==> src/rtl/uplink_arbiter.sv <==
// Round-robin uplink arbiter: shares one group-router injection port among NUM_REQ leaf NIs,
// with bounded burst locking. Define ARB_STATS_EN to enable per-requester grant counters.
module uplink_arbiter #(
    parameter int DATA_W    = 16,
    parameter int NUM_REQ   = 4,
    parameter int MAX_BURST = 4
) (
    input  logic                        clk,
    input  logic                        reset,
    input  logic [NUM_REQ*DATA_W-1:0]   req_data_in,
    input  logic [NUM_REQ-1:0]          req_valid_in,
    input  logic [NUM_REQ-1:0]          req_lock_in,
    output logic [NUM_REQ-1:0]          req_ready_out,
    output logic [DATA_W-1:0]           up_data_out,
    output logic                        up_valid_out,
    input  logic                        up_ready_in,
    output logic [$clog2(NUM_REQ)-1:0]  grant_id_out,
    output logic                        locked_out,
    output logic [NUM_REQ*16-1:0]       grant_count_out
);
    localparam int IDW = $clog2(NUM_REQ);
    localparam int BCW = $clog2(MAX_BURST) + 1;

    typedef enum logic {S_IDLE, S_LOCKED} state_t;

    state_t             state_q, state_d;
    logic [IDW-1:0]     owner_q, owner_d;
    logic [BCW-1:0]     burst_q, burst_d;
    logic [IDW-1:0]     rr_q, rr_d;
    logic [DATA_W-1:0]  up_data_q;
    logic               up_valid_q;
    logic [IDW-1:0]     up_id_q;

    logic               can_load, hold, found, xfer;
    logic [IDW-1:0]     base, win, idx;
    logic [NUM_REQ-1:0] eligible;
    logic [BCW-1:0]     burst_inc;

    // A LOCKED owner that has dropped its lock falls back to IDLE rules this same cycle,
    // searching from owner+1.
    always_comb begin
        can_load  = !up_valid_q || up_ready_in;
        hold      = (state_q == S_LOCKED) && req_lock_in[owner_q];
        base      = (state_q == S_LOCKED) ? IDW'(owner_q + 1'b1) : rr_q;
        eligible  = hold ? (req_valid_in & (NUM_REQ'(1) << owner_q)) : req_valid_in;
        found     = 1'b0;
        win       = '0;
        idx       = '0;
        for (int k = 0; k < NUM_REQ; k++) begin
            idx = IDW'(32'(base) + k);
            if (!found && eligible[idx]) begin
                found = 1'b1;
                win   = idx;
            end
        end
        xfer          = found && can_load && reset;
        req_ready_out = xfer ? (NUM_REQ'(1) << win) : '0;
        burst_inc     = burst_q + 1'b1;

        state_d = state_q;
        owner_d = owner_q;
        burst_d = burst_q;
        rr_d    = rr_q;
        if (hold) begin
            if (xfer) begin
                if (burst_inc == BCW'(MAX_BURST)) begin
                    state_d = S_IDLE;
                    burst_d = '0;
                    rr_d    = IDW'(owner_q + 1'b1);
                end else begin
                    burst_d = burst_inc;
                end
            end
        end else begin
            state_d = S_IDLE;
            burst_d = '0;
            rr_d    = base;
            if (xfer) begin
                if (req_lock_in[win] && (MAX_BURST > 1)) begin
                    state_d = S_LOCKED;
                    owner_d = win;
                    burst_d = BCW'(1);
                end else begin
                    rr_d = IDW'(win + 1'b1);
                end
            end
        end
    end

    always_ff @(posedge clk) begin
        if (!reset) begin
            state_q    <= S_IDLE;
            owner_q    <= '0;
            burst_q    <= '0;
            rr_q       <= '0;
            up_data_q  <= '0;
            up_valid_q <= 1'b0;
            up_id_q    <= '0;
        end else begin
            state_q <= state_d;
            owner_q <= owner_d;
            burst_q <= burst_d;
            rr_q    <= rr_d;
            if (xfer) begin
                up_data_q  <= req_data_in[win*DATA_W +: DATA_W];
                up_valid_q <= 1'b1;
                up_id_q    <= win;
            end else if (up_ready_in) begin
                up_valid_q <= 1'b0;
            end
        end
    end

    assign up_data_out  = up_data_q;
    assign up_valid_out = up_valid_q;
    assign grant_id_out = up_id_q;
    assign locked_out   = (state_q == S_LOCKED);

`ifdef ARB_STATS_EN
    logic [NUM_REQ-1:0][15:0] cnt_q;

    always_ff @(posedge clk) begin
        for (int i = 0; i < NUM_REQ; i++) begin
            if (!reset)
                cnt_q[i] <= '0;
            else if (xfer && win == IDW'(i) && cnt_q[i] != 16'hFFFF)
                cnt_q[i] <= cnt_q[i] + 16'd1;
        end
    end

    assign grant_count_out = cnt_q;
`else
    assign grant_count_out = '0;
`endif

endmodule

==> config.mk <==
export PLATFORM = sky130hd
export DESIGN_NAME = uplink_arbiter
export DESIGN_NICKNAME = d
export VERILOG_FILES = /design/src/rtl/uplink_arbiter.sv
export SDC_FILE = /design/constraint.sdc
export NUM_CORES = 1
export LEC_CHECK = 0
export ABC_AREA = 1
export CAP_MARGIN = 20
export CORE_ASPECT_RATIO = 1.75
export CORE_MARGIN = 2
export CORE_UTILIZATION = 41
export CTS_CLUSTER_DIAMETER = 80
export CTS_CLUSTER_SIZE = 25
export DETAILED_ROUTE_END_ITERATION = 7
export PLACE_DENSITY_LB_ADDON = 0.3
export SLEW_MARGIN = 5
export SYNTH_ARGS = -nofsm -noshare
export SYNTH_HDL_FRONTEND = slang
export SYNTH_SLANG_ARGS = --single-unit
==> constraint.sdc <==
create_clock -name clk -period 8 [get_ports clk]
set_input_delay 1.2 -clock clk [delete_from_list [all_inputs] [get_ports clk]]
set_output_delay 1.2 -clock clk [all_outputs]
set_load 0.005 [all_outputs]
-- After elaboration in Yosys (flattened, before gate mapping)
Index checks and enable logic that the tools add are counted.
- output and inout port bits: 88
- register bits: 27
- logic and storage cells: 81
- shift-type cells: 3
- equality and inequality tests: 3
- order comparisons: 6
- multiplexer cells: 40
- reduce and logical (&&, ||, !) cells: 14
- bitwise logic cells: 2
- $add $sub $neg: 6
- operator list (operator ; count):
    variable part select 64 x 7 -> 16 bit ; 1
    2-to-1 mux 2 bit ; 10
    2-to-1 mux 1 bit ; 19
    < comparator 2 x 3 -> 1 bit (second input constant) ; 6
    binary-select mux 1 bit (select 2 bit) ; 6
    2-to-1 mux 3 bit ; 3
    2-to-1 mux 4 bit ; 2
    << shifter 1 x 2 -> 4 bit (first input constant) ; 2
    adder 2 x 1 -> 2 bit (second input constant) ; 3
    logical AND 1 bit ; 6
    adder 2 bit (second input constant) ; 2
    bitwise AND 4 bit ; 1
    logical NOT 1 bit ; 4
    inequality test 2 x 1 -> 1 bit (second input constant) ; 2
    adder 3 x 1 -> 3 bit (second input constant) ; 1
    == test 3 bit (second input constant) ; 1
    AND reduction 3 bit ; 1
    AND reduction 2 bit ; 1
    nonzero test 2 bit ; 1
    logical OR 1 bit ; 1
    NOT 1 bit ; 1

-- Depth between registers and ports, before layout
- word-level depth: 21
- depth in mapped cells: 20
- gate-level depth less buffers: 19

-- Least setup slack after synthesis
OpenSTA, ideal clock, no wires.
- path kind: input -> output
- start point: input req_lock_in[1]
- end point: output req_ready_out[2]
- setup slack: 4.029 ns
- stages on the path: 17
- arrival: 2.771 ns
- path through: inv_1 > nand2_1 > nand3_1 > nand2_1 > nand3_1 > nand3_1 > nand3_1 > nand2_1 > nand3_1 > nor2_1 > nand2_1 > nand2_2 > buf_6 > buf_6 > ha_1 > inv_1 > nor2_1
- elaborated cells on any way between the ends: 30
- RTL lines (element ; RTL line ; RTL):
    start, declared ; 12 ; input logic [NUM_REQ-1:0] req_lock_in,
    binary-select mux 1 bit (select 2 bit) * ; 43 ; hold = (state_q == S_LOCKED) && req_lock_in[owner_q];
    2-to-1 mux 1 bit (implied by the code) * ; 43 ;
    logical AND 1 bit * ; 43 ;
    2-to-1 mux 4 bit * ; 45 ; eligible = hold ? (req_valid_in & (NUM_REQ'(1) << owner_q)) : req_valid_in;
    binary-select mux 1 bit (select 2 bit) ; 51 ; if (!found && eligible[idx]) begin
    2-to-1 mux 1 bit (implied by the code) ; 51 ;
    2-to-1 mux 1 bit ; 51 ;
    logical NOT 1 bit ; 51 ;
    [3 not listed] ; n/a ;
    logical AND 1 bit ; 51 ;
    2-to-1 mux 1 bit ; 51 ;
    logical NOT 1 bit ; 51 ;
    logical AND 1 bit ; 51 ;
    2-to-1 mux 2 bit * ; 51 ;
    via win[1] ; 35 ; logic [IDW-1:0] base, win, idx;
    << shifter 1 x 2 -> 4 bit * ; 57 ; req_ready_out = xfer ? (NUM_REQ'(1) << win) : '0;
    2-to-1 mux 4 bit * ; 57 ;
    end, declared ; 13 ; output logic [NUM_REQ-1:0] req_ready_out,
Mark *: on every way through the listed nets, which the timed path passes. The rest lies on a longest branch. The select of a mux whose other input is x is not followed.

-- Worst setup path in the final report
- start point: input req_lock_in[3]
- end point: output req_ready_out[1]
- cells in the longest elaborated chain, start to end: 19
- elaborated cells on any way between the ends: 30
- RTL lines (element ; RTL line ; RTL):
    binary-select mux 1 bit (select 2 bit) * ; 43 ;
    2-to-1 mux 1 bit (implied by the code) * ; 43 ;
    logical AND 1 bit * ; 43 ;
    2-to-1 mux 4 bit * ; 45 ;
    binary-select mux 1 bit (select 2 bit) ; 51 ;
    2-to-1 mux 1 bit (implied by the code) ; 51 ;
    2-to-1 mux 1 bit ; 51 ;
    logical NOT 1 bit ; 51 ;
    [2 not listed] ; n/a ;
    logical NOT 1 bit ; 51 ;
    logical AND 1 bit ; 51 ;
    2-to-1 mux 1 bit ; 51 ;
    logical NOT 1 bit ; 51 ;
    logical AND 1 bit ; 51 ;
    2-to-1 mux 1 bit ; 51 ;
    logical AND 1 bit (2 in series) ; 56 ; xfer = found && can_load && reset;
    2-to-1 mux 4 bit * ; 57 ;
Every way passes the cells marked *; elsewhere a longest branch is shown, timed or not. The select of a mux whose other input is x is not followed.

==> out/results.tsv <==
stage	metric	value	unit
pwr	Leak	1.559	nW
setup_path	Worst Path Max Fanout	38	
route	post-route ant nets	0	
synth	Synth Area in Simple Gates	0.3068	
route	top sig layer	met4	
job	max_cap viols	0	
sta	worst hold slack	0.4739	ns
synth	Yosys warning total	0	
synth	mux contribution to synthesized area	0	
route	routed wl met3	556	um
cts	worst skew pair latency	0.27	ns
setup_path	CP arrival	4.45	ns
route	DRT Pass-1 Iters	5	
route	DR vias	2663	
setup_path	WP buf/inv	5	
sta	Setup-failing EPs final	0	
setup_path	critical path class	input port to output port	
cts	Setup Fix Bufs, Post-CTS	0	
final_layout	fin nets	563	
global_routing	initial antenna violation count	0	
synth	area leader, netlist	dfxtp_1	
route	DRC viols	0	
route	drt total wl	6787	um
placement	placer congestion estimate	0.7867	
sta	Slew headroom	0.5465	
global_routing	first-pass GRT wire length	10840	um
die	IO Pins	163	
setup_path	Worst Setup End Kind	output port	
cts	clk sinks	27	
synth	synthesized cell area	0.002606	mm^2
die	Starting Density	0.4217	
synth	Synth top area share	0.2074	
synth	compound-gate portion of the synthesized area	0.1469	
setup_path	WP data required	6.80	ns
cts	CTS resizes	0	
synth	top cells by area, synth	dfxtp_1 (21%), buf_4 (19%), nand2_1 (9.1%)	
global_routing	global route overflow	0	
setup_path	crit-path cells	clkdlybuf4s50_1, inv_1, nand2_1, nand3_1, nand2_1, nand3_1, nand3_1, nand3_1, nand2_1, nand2_1, nand2_2, nand3_4, inv_4, ha_1, inv_1, nor2_1, clkdlybuf4s50_1	
placement	hpwl dp	5374	um
sta	clock skew	0.01040	ns
cts	hold buffer count at cts	0	
synth	#FFs+latches synth	27	
cts	Reg clk slew, reported paths	0.09	ns
cts	H-tree depth	1	
setup_path	family with the most delay on the worst path	simple AND/OR/NAND/NOR gates	
final_layout	area grow syn2layout	29.48	%
synth	post-synthesis adder-cell area fraction	0.04801	
synth	sequential fraction of the synthesis area	0.2074	
final_layout	final non-filler cell total	557	
route	wire length on met2	3753	um
cts	CTS Root Cell	clkbuf_8	
sta	setup TNS	0	ns
cts	clock tree from TritonCTS	built	
setup_path	CP Launch Type	input port	
pwr	Worst VDD drop	0.0002058	V
cts	CTS buffer count	3	
synth	Synth Area per Inst	6.632	um^2
synth	Synth Instances	393	
die	Die H	109.5	um
pwr	pwr dens	491.2	mW/mm^2
setup_path	critical path's slowest cell	clkdlybuf4s50_1	
setup_path	critical path's largest stage delay	0.53	ns
hold_path	HP Class	flip-flop to flip-flop	
synth	main combinational cell family by area after synthesis	simple AND/OR/NAND/NOR gates	
sta	Worst Max-Slew Pin Slew	0.6796	ns
sta	RSZ-0062 raised after global routing	no	
global_routing	number of global-route vias before repair	2471	
route	initial DRC count	88	
global_routing	All-Layer GR Usage	0.1921	
die	core area	0.006181	mm^2
sta	FMAX	0.1770	GHz
placement	PortBufs	98	
die	number of cell rows	38	
final_layout	antenna cells	0	
cts	Clock Path Buffers	2	
die	chip width	64.27	um
global_routing	largest net degree at the start of global routing	39	
final_layout	share of post-route cells with drive strength above 1	0.05451	
sta	min Tclk post-route	5.650	ns
synth	Synth Area in XOR/XNOR	0.009602	
route	wire per inst	12.18	um
sta	fin. max-slew vios	0	
placement	placed insts	553	
sta	fin crit share	0.7063	
route	Vias/cell	4.781	
die	die area	0.007036	mm^2
route	Met1 Routed Length	2396	um
sta	Final Hold Viols	0	
synth	Distinct cells, synth	28	
status	outcome	completed	
[synthesized netlist by cell type]
master    count
nand3_1      44
o22ai_1      16
nand2_1      63
inv_1        27
a31oi_1       1
o21ai_4       1
nand4_1       7
inv_4         1
buf_6         5
xnor2_2       1
clkbuf_1      3
nand3_2       5
conb_1        1
nor2_1       40
a21oi_1      10
buf_2         8
buf_4        66
o21ai_0      22
ha_1         10
and2_1        1
nand3_4       2
inv_2         5
nand2_4       1
o21ai_1      20
nand2_2       4
xnor2_1       1
dfxtp_1      27
nand4_4       1
[final timing paths]
check                               startpoint                to  slack [ns]  cells after the start
worst max-delay path            req_lock_in[3]  req_ready_out[1]        2.35                     17
worst max register to register      owner_q[0]           rr_q[0]        4.32                     14
worst min-delay path            up_data_out[6]    up_data_out[6]        0.47                      2
worst min register to register  up_data_out[6]    up_data_out[6]        0.47                      2
[metal layers]
layer	global-route usage	up-vias
met3	0.04197	10
met4	0.05167	0
met1	0.1825	1198
li1	-	1332
met5	0	-
met2	0.3996	123
[state kept, by name, summed over array words and instances, names as in the netlist]
register,count
grant_id_out,2
locked_out,1
owner_q,2
up_valid_out,1
rr_q,2
burst_q,3
up_data_out,16
[final cells by class]
cell class,instances,area [um^2]
repair buffers,99,988.4
clock inverters,1,5.005
inverters,33,126.4
multi-input cells,314,1573
flip-flops and latches,27,540.5
fillers,639,2806
clock buffers,3,41.29
well taps,80,100.1
[logic make-up (layout without fill, tap and decap cells)]
logic type,count (synthesis),count (layout)
buf+inv,115,136
compound gates,70,70
flops,27,27
simple gates,168,168
other cells,1,64
fa+ha+maj,10,10
xor+xnor,2,2
[worst reg2reg max path: cells and delay by family, from the launching register on]
family	cells	cell delay [ns]
simple gates	9	1.66
fa+ha+maj	1	0.33
compound gates	1	0.12
buf+inv	3	1.03
flops	1	0.46
[report_power, final]
part | internal, mW | switching [mW]
Clock | 0.0348 | 0.0415
Combinational | 0.491 | 0.854
Sequential | 0.196 | 0.0403
Total | 0.721 | 0.936
[cells in the final DEF (no fill, tap or decap)]
master,count
o22ai_1,16
inv_1,27
clkinv_2,1
nand4_4,1
clkdlybuf4s50_1,98
inv_4,1
o21ai_4,1
buf_4,1
ha_1,10
a21oi_1,10
xnor2_2,1
clkbuf_8,3
nand2_2,4
dfxtp_1,27
and2_1,1
xnor2_1,1
nand4_1,7
nand3_2,5
nor2_1,40
nand3_4,2
nand3_1,44
a31oi_1,1
o21ai_1,20
conb_1,64
inv_2,5
nand2_1,63
nand2_4,1
o21ai_0,22
[through the flow]
stage / utilization / total power, mW / setup slack [ns] / cell area (um^2)
floorplan: - / 1.328 / 4.029 / 2843
global placement: 0.5385 / 1.550 / 2.447 / 3328
detailed placement: 0.5385 / 1.583 / 2.335 / 3328
CTS: 0.5460 / 1.666 / 2.333 / 3374
global route: 0.5460 / 1.841 / 1.997 / 3374
finish: 0.5460 / 1.658 / 2.350 / 3374
(Power assumes the default switching activity.)
